===== config.mk =====
export PLATFORM = sky130hd
export DESIGN_NAME = kab_io_initiator
export DESIGN_NICKNAME = d
export VERILOG_FILES = /design/src/rtl/kab_io_initiator.sv
export SDC_FILE = /design/constraint.sdc
export NUM_CORES = 1
export LEC_CHECK = 0
export CAP_MARGIN = 20
export CORE_MARGIN = 2
export CORE_UTILIZATION = 40
export DETAILED_ROUTE_END_ITERATION = 6
export PLACE_DENSITY = 0.82
export SETUP_SLACK_MARGIN = 0.05
export SLEW_MARGIN = 20
export SYNTH_ARGS = -nofsm -noshare
export SYNTH_HDL_FRONTEND = slang
export SYNTH_SLANG_ARGS = --single-unit

===== constraint.sdc =====
create_clock -name Sys_Clock -period 3.15 [get_ports Sys_Clock]
set_input_delay 0.315 -clock Sys_Clock [delete_from_list [all_inputs] [get_ports Sys_Clock]]
set_output_delay 0.315 -clock Sys_Clock [all_outputs]
set_load 0.05 [all_outputs]

===== src/rtl/kab_io_initiator.sv =====
// Processor-side initiator for the Kabeta IO bus: single load/store strobes with
// fixed read latency, misalignment errors, and the EIC interrupt request/ack handshake.
module kab_io_initiator #(
  parameter int RD_LATENCY     = 1,
  parameter int HOLDOFF_CYCLES = 4
) (
  input  logic        Sys_Clock,
  input  logic        Sys_Reset,
  input  logic        Cpu_Req,
  input  logic        Cpu_Wr,
  input  logic [31:0] Cpu_Addr,
  input  logic [31:0] Cpu_WrData,
  output logic        Cpu_Busy,
  output logic        Cpu_Done,
  output logic        Cpu_Err,
  output logic [31:0] Cpu_RdData,
  input  logic        Cpu_IntEnable,
  output logic        Cpu_IntPending,
  output logic        Cpu_IntId,
  input  logic        Cpu_IntTake,
  output logic [29:0] Sys_Address,
  output logic [31:0] Sys_WrData,
  output logic        Sys_WrEn,
  output logic        Sys_RdEn,
  input  logic [31:0] Sys_RdData,
  input  logic        EIC_IntReq,
  input  logic        EIC_IntId,
  output logic        EIC_IntAck
);

  localparam logic [3:0] RdLat   = 4'(RD_LATENCY);
  localparam logic [3:0] HoldOff = 4'(HOLDOFF_CYCLES);

  typedef enum logic [1:0] {B_IDLE, B_WR, B_RD, B_DONE} busState_t;
  typedef enum logic [1:0] {I_IDLE, I_PEND, I_HOLD} intState_t;

  busState_t   busState;
  intState_t   intState;
  logic [3:0]  rdCount;
  logic [3:0]  holdCount;
  logic        intPend;
  logic        cpuBusy;
  logic        cpuDone;
  logic        cpuErr;
  logic [31:0] cpuRdData;
  logic        cpuIntId;
  logic [29:0] sysAddress;
  logic [31:0] sysWrData;
  logic        sysWrEn;
  logic        sysRdEn;
  logic        intAck;

  // Bus FSM: B_DONE is the single Cpu_Done cycle shared by store, load and error paths.
  always_ff @(posedge Sys_Clock or negedge Sys_Reset) begin
    if (!Sys_Reset) begin
      busState   <= B_IDLE;
      rdCount    <= 4'd0;
      cpuBusy    <= 1'b0;
      cpuDone    <= 1'b0;
      cpuErr     <= 1'b0;
      cpuRdData  <= 32'd0;
      sysAddress <= 30'd0;
      sysWrData  <= 32'd0;
      sysWrEn    <= 1'b0;
      sysRdEn    <= 1'b0;
    end else begin
      case (busState)
        B_IDLE: begin
          if (Cpu_Req) begin
            cpuBusy <= 1'b1;
            if (Cpu_Addr[1:0] != 2'b00) begin
              // Misaligned: no bus cycle, the address/data registers keep their last value.
              cpuDone  <= 1'b1;
              cpuErr   <= 1'b1;
              busState <= B_DONE;
            end else begin
              sysAddress <= Cpu_Addr[31:2];
              if (Cpu_Wr) begin
                sysWrData <= Cpu_WrData;
                sysWrEn   <= 1'b1;
                busState  <= B_WR;
              end else begin
                sysRdEn  <= 1'b1;
                rdCount  <= RdLat;
                busState <= B_RD;
              end
            end
          end
        end
        B_WR: begin
          sysWrEn  <= 1'b0;
          cpuDone  <= 1'b1;
          busState <= B_DONE;
        end
        B_RD: begin
          sysRdEn <= 1'b0;
          if (rdCount == 4'd0) begin
            cpuRdData <= Sys_RdData;
            cpuDone   <= 1'b1;
            busState  <= B_DONE;
          end else begin
            rdCount <= rdCount - 4'd1;
          end
        end
        B_DONE: begin
          cpuDone  <= 1'b0;
          cpuErr   <= 1'b0;
          cpuBusy  <= 1'b0;
          busState <= B_IDLE;
        end
        default: busState <= B_IDLE;
      endcase
    end
  end

  // Interrupt FSM: a take outranks a withdrawal arriving in the same cycle.
  always_ff @(posedge Sys_Clock or negedge Sys_Reset) begin
    if (!Sys_Reset) begin
      intState  <= I_IDLE;
      holdCount <= 4'd0;
      intPend   <= 1'b0;
      cpuIntId  <= 1'b0;
      intAck    <= 1'b0;
    end else begin
      case (intState)
        I_IDLE: begin
          if (EIC_IntReq) begin
            intState <= I_PEND;
            intPend  <= 1'b1;
            cpuIntId <= EIC_IntId;
          end
        end
        I_PEND: begin
          if (Cpu_IntTake && Cpu_IntEnable) begin
            intState  <= I_HOLD;
            intPend   <= 1'b0;
            intAck    <= 1'b1;
            holdCount <= HoldOff;
          end else if (!EIC_IntReq) begin
            intState <= I_IDLE;
            intPend  <= 1'b0;
          end
        end
        I_HOLD: begin
          intAck <= 1'b0;
          if (holdCount == 4'd0) begin
            intState <= I_IDLE;
          end else begin
            holdCount <= holdCount - 4'd1;
          end
        end
        default: intState <= I_IDLE;
      endcase
    end
  end

  assign Cpu_Busy       = cpuBusy;
  assign Cpu_Done       = cpuDone;
  assign Cpu_Err        = cpuErr;
  assign Cpu_RdData     = cpuRdData;
  assign Cpu_IntPending = intPend & Cpu_IntEnable;
  assign Cpu_IntId      = cpuIntId;
  assign Sys_Address    = sysAddress;
  assign Sys_WrData     = sysWrData;
  assign Sys_WrEn       = sysWrEn;
  assign Sys_RdEn       = sysRdEn;
  assign EIC_IntAck     = intAck;

endmodule


==> flow_summary.json <==
{
  "status": "completed",
  "synth_fp_nets": 417,
  "min_period_over_period": 0.714,
  "initial_core_util": 0.408,
  "setup_violations": 0,
  "grt_overflow_total": 0,
  "grt.total_usage": 0.183,
  "die_w_um": 111,
  "synth_top_area_share": 0.618,
  "ant_nets": 0,
  "cp_slowest_stage_delay_ns": 0.50,
  "cts_tree": "built",
  "cap_viol_max_count": 0,
  "internal_power_mw": 5.12,
  "clkSlewWorstSetupHoldPaths_ns": 0.05,
  "clock_sinks": 114,
  "grt_max_degree": 74,
  "critPathArrivalTime_ns": 2.53,
  "hp-class": "in -> async",
  "crit_chain": "inv_1 -> ha_1 -> and4bb_1 -> nand2_2 -> mux2_1",
  "power.share.clock": 0.199,
  "postCtsSetupRepairBufs": 0,
  "route.vias.total": 3362,
  "antenna_found_initial": 0,
  "gp_congestion": 0.788,
  "fill_cells": 846,
  "clock-root-buffer": "clkbuf_16",
  "grt_pass1_wl_mm": 18.0,
  "avgSynthCellArea_sq_um": 15.1,
  "io_buffer_count": 205,
  "antenna_cells": 0,
  "synthesis.area_sq_um": 4620,
  "dieArea_sq_um": 12400,
  "clk_latency_ns": 0.40,
  "yosysMostFrequentCell": "dfrtp_1",
  "cts-htree-levels": 4,
  "tightest_slew_ns": 0.938,
  "pwr-share-seq": 0.279,
  "slowest_stage": "mux2_1",
  "yosysUniqueCellTypes": 42,
  "max_slew_margin": 0.374,
  "cp-startpoint": "busState[1]",
  "endpoint": "Sys_WrData[18]",
  "ys.flop_type": "dfrtp_1",
  "peakVddDrop_mv": 0.775,
  "fin_crit_ns": 2.25,
  "yosysWarnings": 0,
  "power_density_nw_per_um2": 1220,
  "core_sq_um": 11300,
  "r2r-start": "busState[1]",
  "synthTopCellsByCount": "dfrtp_1 (114), mux2_2 (92), inv_1 (9)",
  "worst_setup_path_end_kind": "register",
  "drive_above_1_share": 0.243,
  "firstDrtPassIters": 4,
  "rsz0062_at_grt": "no",
  "critPathLaunchType": "register",
  "cp_max_fo": 32,
  "cts_buffer_depth": 2,
  "clock.fmax_ghz": 0.445,
  "ys_seq_area_frac": 0.618,
  "p_total_mw": 9.04,
  "grt_pass1_vias": 3653,
  "yosys.area.top_type": "dfrtp_1",
  "synthArstFlopShare": 1.00,
  "syn_inst": 306,
  "power.static_leakage_nw": 3.20,
  "cts_buffers": 17,
  "viasPerCell": 4.99,
  "hold_buffers": 0,
  "p_switching_mw": 3.92,
  "setup_tns_ns": 0,
  "synthTopCellsByArea": "dfrtp_1 (62%), mux2_2 (22%), ha_1 (1.9%)",
  "power_frac_comb": 0.522,
  "r2r_slack_ns": 0.90,
  "cts_resized": 0,
  "drtIter0Drc": 123,
  "hpwl_mm": 7.92,
  "drv_slew": 0,
  "wl_per_cell_um": 16.5,
  "fin_cells": 674,
  "post-route-drc-count": 0,
  "utilization": 0.653,
  "cp.required_ns": 3.43,
  "syn2layout_area_growth_pct": 60.0,
  "routed_wirelength_mm": 11.1,
  "dieHeight_um": 111,
  "nets": 631,
  "r2r_end": "Sys_WrData[18]",
  "swShare": 0.434,
  "path_class": "reg -> reg",
  "num_rows": 39,
  "r2r_cells": 5,
  "io_pins": 206,
  "dp_cells": 644,
  "finClkSkew_ns": 0.00615,
  "timing.final.hold_violations": 0,
  "synth_edf_count": 0,
  "synth_seq_cells": 114
}
==> state kept, by name (all words and copies together) (netlist names) <==
name,count
Cpu_Busy,1
Cpu_Done,1
Cpu_Err,1
Cpu_IntId,1
Cpu_RdData,32
EIC_IntAck,1
Sys_Address,30
Sys_RdEn,1
Sys_WrData,32
Sys_WrEn,1
busState,2
holdCount,4
intPend,1
intState,2
rdCount,4
==> cell usage in the layout, fill, tap and decap left out, drive strengths merged, types with 3 or more instances in the layout <==
cell           Yosys  layout
clkdlybuf4s50      0     204
dfrtp            114     114
mux2              98      98
clkbuf             1      25
inv                9       9
ha                 7       7
nand2              6       6
o21ai              5       5
nor2               5       5
mux2i              4       4
o2bb2ai            4       4
clkinv             0       4
buf               12       4
nand2b             3       3
nor2b              3       3
nor4b              3       3
==> worst min-delay path by stage <==
| stage | start | end | slack [ns] | depth (start not counted) |
|---|---|---|---|---|
| 5_1_grt | Sys_Reset | Sys_Address[3] | 0.14 | 1 |
| 3_5_place_dp | EIC_IntAck | EIC_IntAck | 0.48 | 2 |
| 3_3_place_gp | EIC_IntAck | EIC_IntAck | 0.47 | 2 |
| 4_1_cts | Sys_Reset | Sys_Address[18] | 0.09 | 1 |
| 6_report | Sys_Reset | Sys_Address[3] | 0.07 | 1 |
| 2_1_floorplan | Sys_Reset | Cpu_Busy | 0.02 | 0 |
==> layer usage <==
metal	vias to the layer above	wire, um	global-route usage
met5	-	0	0
met4	0	198	0.0765
met3	20	930	0.0702
met2	157	5470	0.309
met1	1650	4500	0.209
li1	1535	-	-
==> worst max-delay path: cells and delay by family (launching register included) <==
family	cells	cell delay (ns)
simple gates	2	0.73
mux	1	0.50
flops	1	0.41
fa+ha+maj	1	0.37
buf+inv	1	0.10
==> power groups by stage <==
stage                     Clock (mW)  Combinational, mW  Sequential, mW
after floorplan                    0              0.998            4.60
after CTS                       1.85               4.76            2.53
final                           1.80               4.72            2.52
after global placement             0               4.67            2.49
after global routing            1.92               4.91            2.61
after detailed placement           0               4.74            2.54
==> cell families (layout without fill, tap and decap cells) <==
kind of cell,count (synthesis),in the layout,share of synthesized area
DFF,114,114,0.618
muxes,102,102,0.248
adders and majority gates,7,7,0.0190
and+or+nand+nor,31,31,0.0442
AOI/OAI and AO/OA,29,29,0.0466
buffers and inverters,22,247,0.0233
xor gates and xnor gates,1,1,0.00190
==> layout make-up <==
| class | count | area (sq um) | area share |
|---|---|---|---|
| multi-input cells | 170 | 1670 | 0.227 |
| well taps | 143 | 179 | 0.0242 |
| clock buffers | 25 | 515 | 0.0698 |
| inverters | 9 | 33.8 | 0.00457 |
| flip-flops and latches | 114 | 2850 | 0.386 |
| repair buffers | 208 | 2080 | 0.282 |
| clock inverters | 5 | 50.0 | 0.00677 |
==> metrics by stage <==
step                cell area (sq um)  worst slack [ns]  hold WS (ns)
floorplan                        4620              1.36        0.0194
global placement                 6820             0.901         0.473
detailed placement               6820             0.839         0.477
CTS                              7390             0.858        0.0879
global route                     7390             0.746         0.140
finish                           7390             0.901        0.0672
(Power assumes the default switching activity.)
